### src/rtl/periph_bridge.sv
// periph_bridge: decodes the 16 KiB peripheral window, turns a held CPU request
// into single-cycle peripheral strobes, and returns read data or an error
// response to the CPU with a one-cycle ready pulse.
module periph_bridge #(
    parameter logic [31:0] PERIPH_BASE = 32'h0000_4000,
    parameter int unsigned MAX_SLOT    = 8
) (
    input  logic        clk,
    input  logic        rst_n,
    input  logic [31:0] cpu_addr,
    input  logic [31:0] cpu_wdata,
    input  logic        cpu_we,
    input  logic        cpu_re,
    output logic [31:0] cpu_rdata,
    output logic        cpu_ready,
    output logic        cpu_err,
    output logic [31:0] err_addr,
    output logic [13:0] per_address,
    output logic [31:0] per_write_data,
    output logic        per_we,
    output logic        per_re,
    input  logic [31:0] per_read_data
);

    localparam int unsigned ADDR_W = 14;
    localparam int unsigned SLOT_W = 5;

    typedef enum logic [2:0] {
        IDLE,
        WR,
        RD_ISSUE,
        RD_CAPT,
        RESP,
        ERR
    } state_t;

    state_t state;
    state_t state_d;

    logic [SLOT_W-1:0] slot;
    logic              hit;
    logic              bad;

    logic [31:0]       cpu_rdata_d;
    logic              cpu_ready_d;
    logic              cpu_err_d;
    logic [31:0]       err_addr_d;
    logic [ADDR_W-1:0] per_address_d;
    logic [31:0]       per_write_data_d;
    logic              per_we_d;
    logic              per_re_d;

    // Window decode and malformed-access classification of the live request.
    always_comb begin
        slot = cpu_addr[12:8];
        hit  = (cpu_we | cpu_re) && (cpu_addr[31:14] == PERIPH_BASE[31:14]);
        bad  = (cpu_addr[1:0] != 2'b00)
            || cpu_addr[13]
            || (slot == '0)
            || (32'(slot) > MAX_SLOT)
            || (cpu_we && cpu_re);
    end

    // Next state and next output values; outputs are registered from these so
    // that each strobe/response appears in the cycle its state is entered.
    // The request is only sampled in IDLE, so the output registers double as
    // the transaction latch and later input changes have no effect.
    always_comb begin
        state_d          = state;
        cpu_rdata_d      = cpu_rdata;
        cpu_ready_d      = 1'b0;
        cpu_err_d        = 1'b0;
        err_addr_d       = err_addr;
        per_address_d    = '0;
        per_write_data_d = '0;
        per_we_d         = 1'b0;
        per_re_d         = 1'b0;

        case (state)
            IDLE: begin
                if (hit) begin
                    if (bad) begin
                        state_d     = ERR;
                        cpu_ready_d = 1'b1;
                        cpu_err_d   = 1'b1;
                        err_addr_d  = cpu_addr;
                        cpu_rdata_d = '0;
                    end else if (cpu_we) begin
                        state_d          = WR;
                        per_we_d         = 1'b1;
                        per_address_d    = cpu_addr[ADDR_W-1:0];
                        per_write_data_d = cpu_wdata;
                    end else begin
                        state_d       = RD_ISSUE;
                        per_re_d      = 1'b1;
                        per_address_d = cpu_addr[ADDR_W-1:0];
                    end
                end
            end
            WR: begin
                state_d     = RESP;
                cpu_ready_d = 1'b1;
            end
            RD_ISSUE: begin
                state_d = RD_CAPT;
            end
            RD_CAPT: begin
                state_d     = RESP;
                cpu_ready_d = 1'b1;
                cpu_rdata_d = per_read_data;
            end
            RESP: begin
                state_d = IDLE;
            end
            ERR: begin
                state_d = IDLE;
            end
            default: begin
                state_d = IDLE;
            end
        endcase
    end

    // State and output registers; reset drops any in-flight strobe.
    always_ff @(posedge clk or negedge rst_n) begin
        if (!rst_n) begin
            state          <= IDLE;
            cpu_rdata      <= '0;
            cpu_ready      <= 1'b0;
            cpu_err        <= 1'b0;
            err_addr       <= '0;
            per_address    <= '0;
            per_write_data <= '0;
            per_we         <= 1'b0;
            per_re         <= 1'b0;
        end else begin
            state          <= state_d;
            cpu_rdata      <= cpu_rdata_d;
            cpu_ready      <= cpu_ready_d;
            cpu_err        <= cpu_err_d;
            err_addr       <= err_addr_d;
            per_address    <= per_address_d;
            per_write_data <= per_write_data_d;
            per_we         <= per_we_d;
            per_re         <= per_re_d;
        end
    end

endmodule

### config.mk
export PLATFORM = sky130hd
export DESIGN_NAME = periph_bridge
export DESIGN_NICKNAME = d
export VERILOG_FILES = /design/src/rtl/periph_bridge.sv
export SDC_FILE = /design/constraint.sdc
export NUM_CORES = 1
export LEC_CHECK = 0
export ABC_AREA = 1
export CAP_MARGIN = 20
export CORE_UTILIZATION = 41
export CTS_BUF_LIST = sky130_fd_sc_hd__clkbuf_16
export CTS_CLUSTER_DIAMETER = 40
export DETAILED_ROUTE_END_ITERATION = 8
export PLACE_DENSITY = 0.81
export SLEW_MARGIN = 30
export SYNTH_ARGS = -nofsm -noshare
export SYNTH_HDL_FRONTEND = slang
export SYNTH_SLANG_ARGS = --single-unit
export TNS_END_PERCENT = 10
### constraint.sdc
create_clock -name clk -period 1.8 [get_ports clk]
set_input_delay 0.45 -clock clk [delete_from_list [all_inputs] [get_ports clk]]
set_output_delay 0.45 -clock clk [all_outputs]
set_load 0.03 [all_outputs]
==> qor.txt <==
Netlist cell types = 24
Worst setup SP type = input port
Area contributors post-synth = dfrtp_1 66%, nand2_1 13%, nor2_1 5.6%
Slew margin rel. = 0.5886
Pre-CTS WS = -317.0 ps
# Max-Cap Violations = 0
Post-CTS setup buffers = 0
Outcome = finished, final reports clean
P_leak = 4.201 nW
Number of global-route vias before repair = 3,844
DRC viols = 0
Adder-cell area share of the yosys netlist = 0
Initial drt markers = 265
RSZ-0062 raised after global routing = yes
Setup WS post-layout = 113.6 ps
Slew Limit Fails = 0
Non-Filler Instances = 844
Final HPWL from detailed placement = 7.948 mm
Power Density = 976.2 mW/mm^2
Share of cells above drive strength 1 = 0.1031
Drt wl/cell = 13.37 um
Root buf cell = clkbuf_16
Crit path buffers/inverters = 3
Grt total ovfl = 0
Worst-skew pair later-pin latency = 400 ps
Critical path's slowest cell = clkdlybuf4s50_1
Nets = 795
Drt pass-1 iters = 4
Class of the most critical setup path = input port to flop
Period Utilization, post-route = 0.9369
Port Buffers = 213
Global-route wire length before repair = 18.44 mm
Tightest Pin Transition = 617.0 ps
Compound-Gate Fraction of Synth Area = 0.02156
Full die area = 0.01118 sq mm
Clock H-tree levels = 4
CP Cell Sequence = clkdlybuf4s50_1, inv_1, nand2_2, nand2_2, nor2_4, nand3b_4, nor2_2, nand3_2, buf_12, nor2_1
CTS tree = built
Async set-or-reset flop fraction in the synthesized netlist = 1.000
Drt via density = 4.491
Crit. End Element = flop
Register area share after synthesis = 0.6638
Initial core utilization = 0.4253
Worst Path Required = 2120 ps
Family with the most delay on the worst path = simple AND/OR/NAND/NOR gates
Hold Vio Cnt, Final = 0
Crit path DAT = 2010 ps
Drt total wl = 11.28 mm
Synth top area share = 0.6638
Max Fclk = 0.5930 GHz
Synth Area in XOR/XNOR = 0
Hold-fix buffers, CTS = 0
CP max FO = 33
Placement row count = 37
CTS clock-pin slew for the worst setup and hold paths = 60 ps
Main combinational cell family by area after synthesis = simple AND/OR/NAND/NOR gates
Area Overhead vs Synth = 63.86%
Largest net degree at the start of global routing = 118
Total clock sinks = 117
Core footprint = 0.01037 sq mm
Proportion of synthesized area in mux cells = 0
Critical path's largest stage delay = 510 ps
Avg Inst Size Synth = 9.609 sq um
CTS max path bufs = 2
Die Y = 105.7 um
Total chip power = 7.055 mW
Syn Inst Count = 459
Total track usage = 0.2127
Final Critical Period = 1686 ps
Placed insts = 812
Die Width = 105.7 um
Initial antenna violation count = 0
Clock skew = 10.78 ps
CP dominant cell by count = nand2_2
Simple-Gate Fraction of Synth Area = 0.2335
Antenna Cells = 0
CTS Buf Count = 17
Post-synth EDFFs = 0
I/O pins = 214
Setup violators final = 0
Post-Syn Area = 0.004410 sq mm
Primary FF master, synth = dfrtp_1
Worst hold path type = input port to asynchronous set/reset pin
Yosys warns = 0
Max VDD drop = 546.7 uV
RePlAce Congestion = 0.7883
Yosys top cell by area = dfrtp_1
Post-DRT Antenna Nets = 0
Synthesis-stage register bit count = 117
DR vias = 3,790
==> repair_timing <==
item                                    CTS  global route
gates cloned                              0             0
endpoints found under the setup margin  114            11
endpoints found under the hold margin     0             0
resized for setup                       114             2
pin swaps                                 0             0
==> logic make-up after synthesis <==
group,after synthesis
other,1
buffers and inverters,79
AO/OA/AOI/OAI,18
AND/OR/NAND/NOR,244
flip-flops,117
==> layout by cell type (no fill, tap or decap), types with 4 or more instances in the layout <==
cell type        synthesis  layout
clkinvlp_4               0       4
clkdlybuf4s50_1          0      97
buf_12                   0       4
nor2_1                  66      66
conb_1                   1       4
clkbuf_16                0      17
inv_1                   62      62
nand2_1                149     149
dfrtp_1                117     117
o21ai_0                 15      15
dlygate4sd2_1            0     114
nor2_2                  10      10
buf_4                    2      14
==> worst paths after layout <==
check | endpoint | slack, ps | cells after the start | from
setup / recovery | per_write_data[13] | 110 | 10 | cpu_re
hold / removal | cpu_err | 110 | 2 | rst_n
setup reg to reg | cpu_rdata[27] | 150 | 7 | state[2]
hold reg to reg | cpu_rdata[23] | 460 | 2 | cpu_rdata[23]
max in group asynchronous | per_write_data[9] | 1190 | 2 | rst_n
min in group clk | cpu_rdata[23] | 460 | 2 | cpu_rdata[23]
==> sequential cells by signal (all words and copies together), names as in the netlist <==
| register | flops |
|---|---|
| per_write_data | 32 |
| cpu_err | 1 |
| per_address | 14 |
| per_we | 1 |
| cpu_rdata | 32 |
| per_re | 1 |
| state | 3 |
| err_addr | 32 |
| cpu_ready | 1 |
==> metrics by stage <==
| stage | area, sq um | utilization | hold WS, ps | TNS (ps) |
|---|---|---|---|---|
| 6_report | 7227 | 0.6969 | 111.9 | 0 |
| 5_1_grt | 7227 | 0.6969 | 179.6 | -15.36 |
| 4_1_cts | 7219 | 0.6962 | 153.2 | 0 |
| 3_5_place_dp | 6782 | 0.6540 | 458.1 | -25920 |
| 3_3_place_gp | 6782 | 0.6540 | 451.9 | -19730 |
| 2_1_floorplan | 4422 | - | 154.4 | 0 |
==> final cells by class <==
| type | instances | area [sq um] |
|---|---|---|
| flip-flops and latches | 117 | 2928 |
| clock buffers | 17 | 425.4 |
| well taps | 136 | 170.2 |
| clock inverters | 15 | 155.1 |
| inverters | 63 | 236.5 |
| fillers | 857 | 3143 |
| repair buffers | 230 | 2167 |
| multi-input cells | 266 | 1145 |
==> synth_stat cells (all sizes together) (2+ instances only) <==
master / count
dfrtp: 117
inv: 63
clkbuf: 4
nand3: 5
o22ai: 2
nor3: 2
o21ai: 15
nand2: 152
buf: 12
nor2: 79
or2: 4
==> power breakdown <==
group | total (mW) | switching, mW | internal (mW) | leakage [nW]
clock | 3.26 | 1.22 | 2.04 | 0.271
combinational | 1.07 | 0.606 | 0.465 | 2.40
sequential | 2.72 | 0.0424 | 2.68 | 1.53
==> per-layer routing <==
layer | wire length [um] | global-route usage
met5 | 0 | 0
met4 | 177 | 0.08333
met3 | 864 | 0.05937
met2 | 5769 | 0.3651
met1 | 4472 | 0.2526
==> worst register-to-register path: stages (launching register included) <==
cell and delay [ps]:
dfrtp_1 450, nor3_4 310, buf_4 210, nand4_1 140
nand3_2 130, buf_12 180, nand2_1 90, nand2_1 70
No activity file was read; power rests on OpenSTA's default activity.
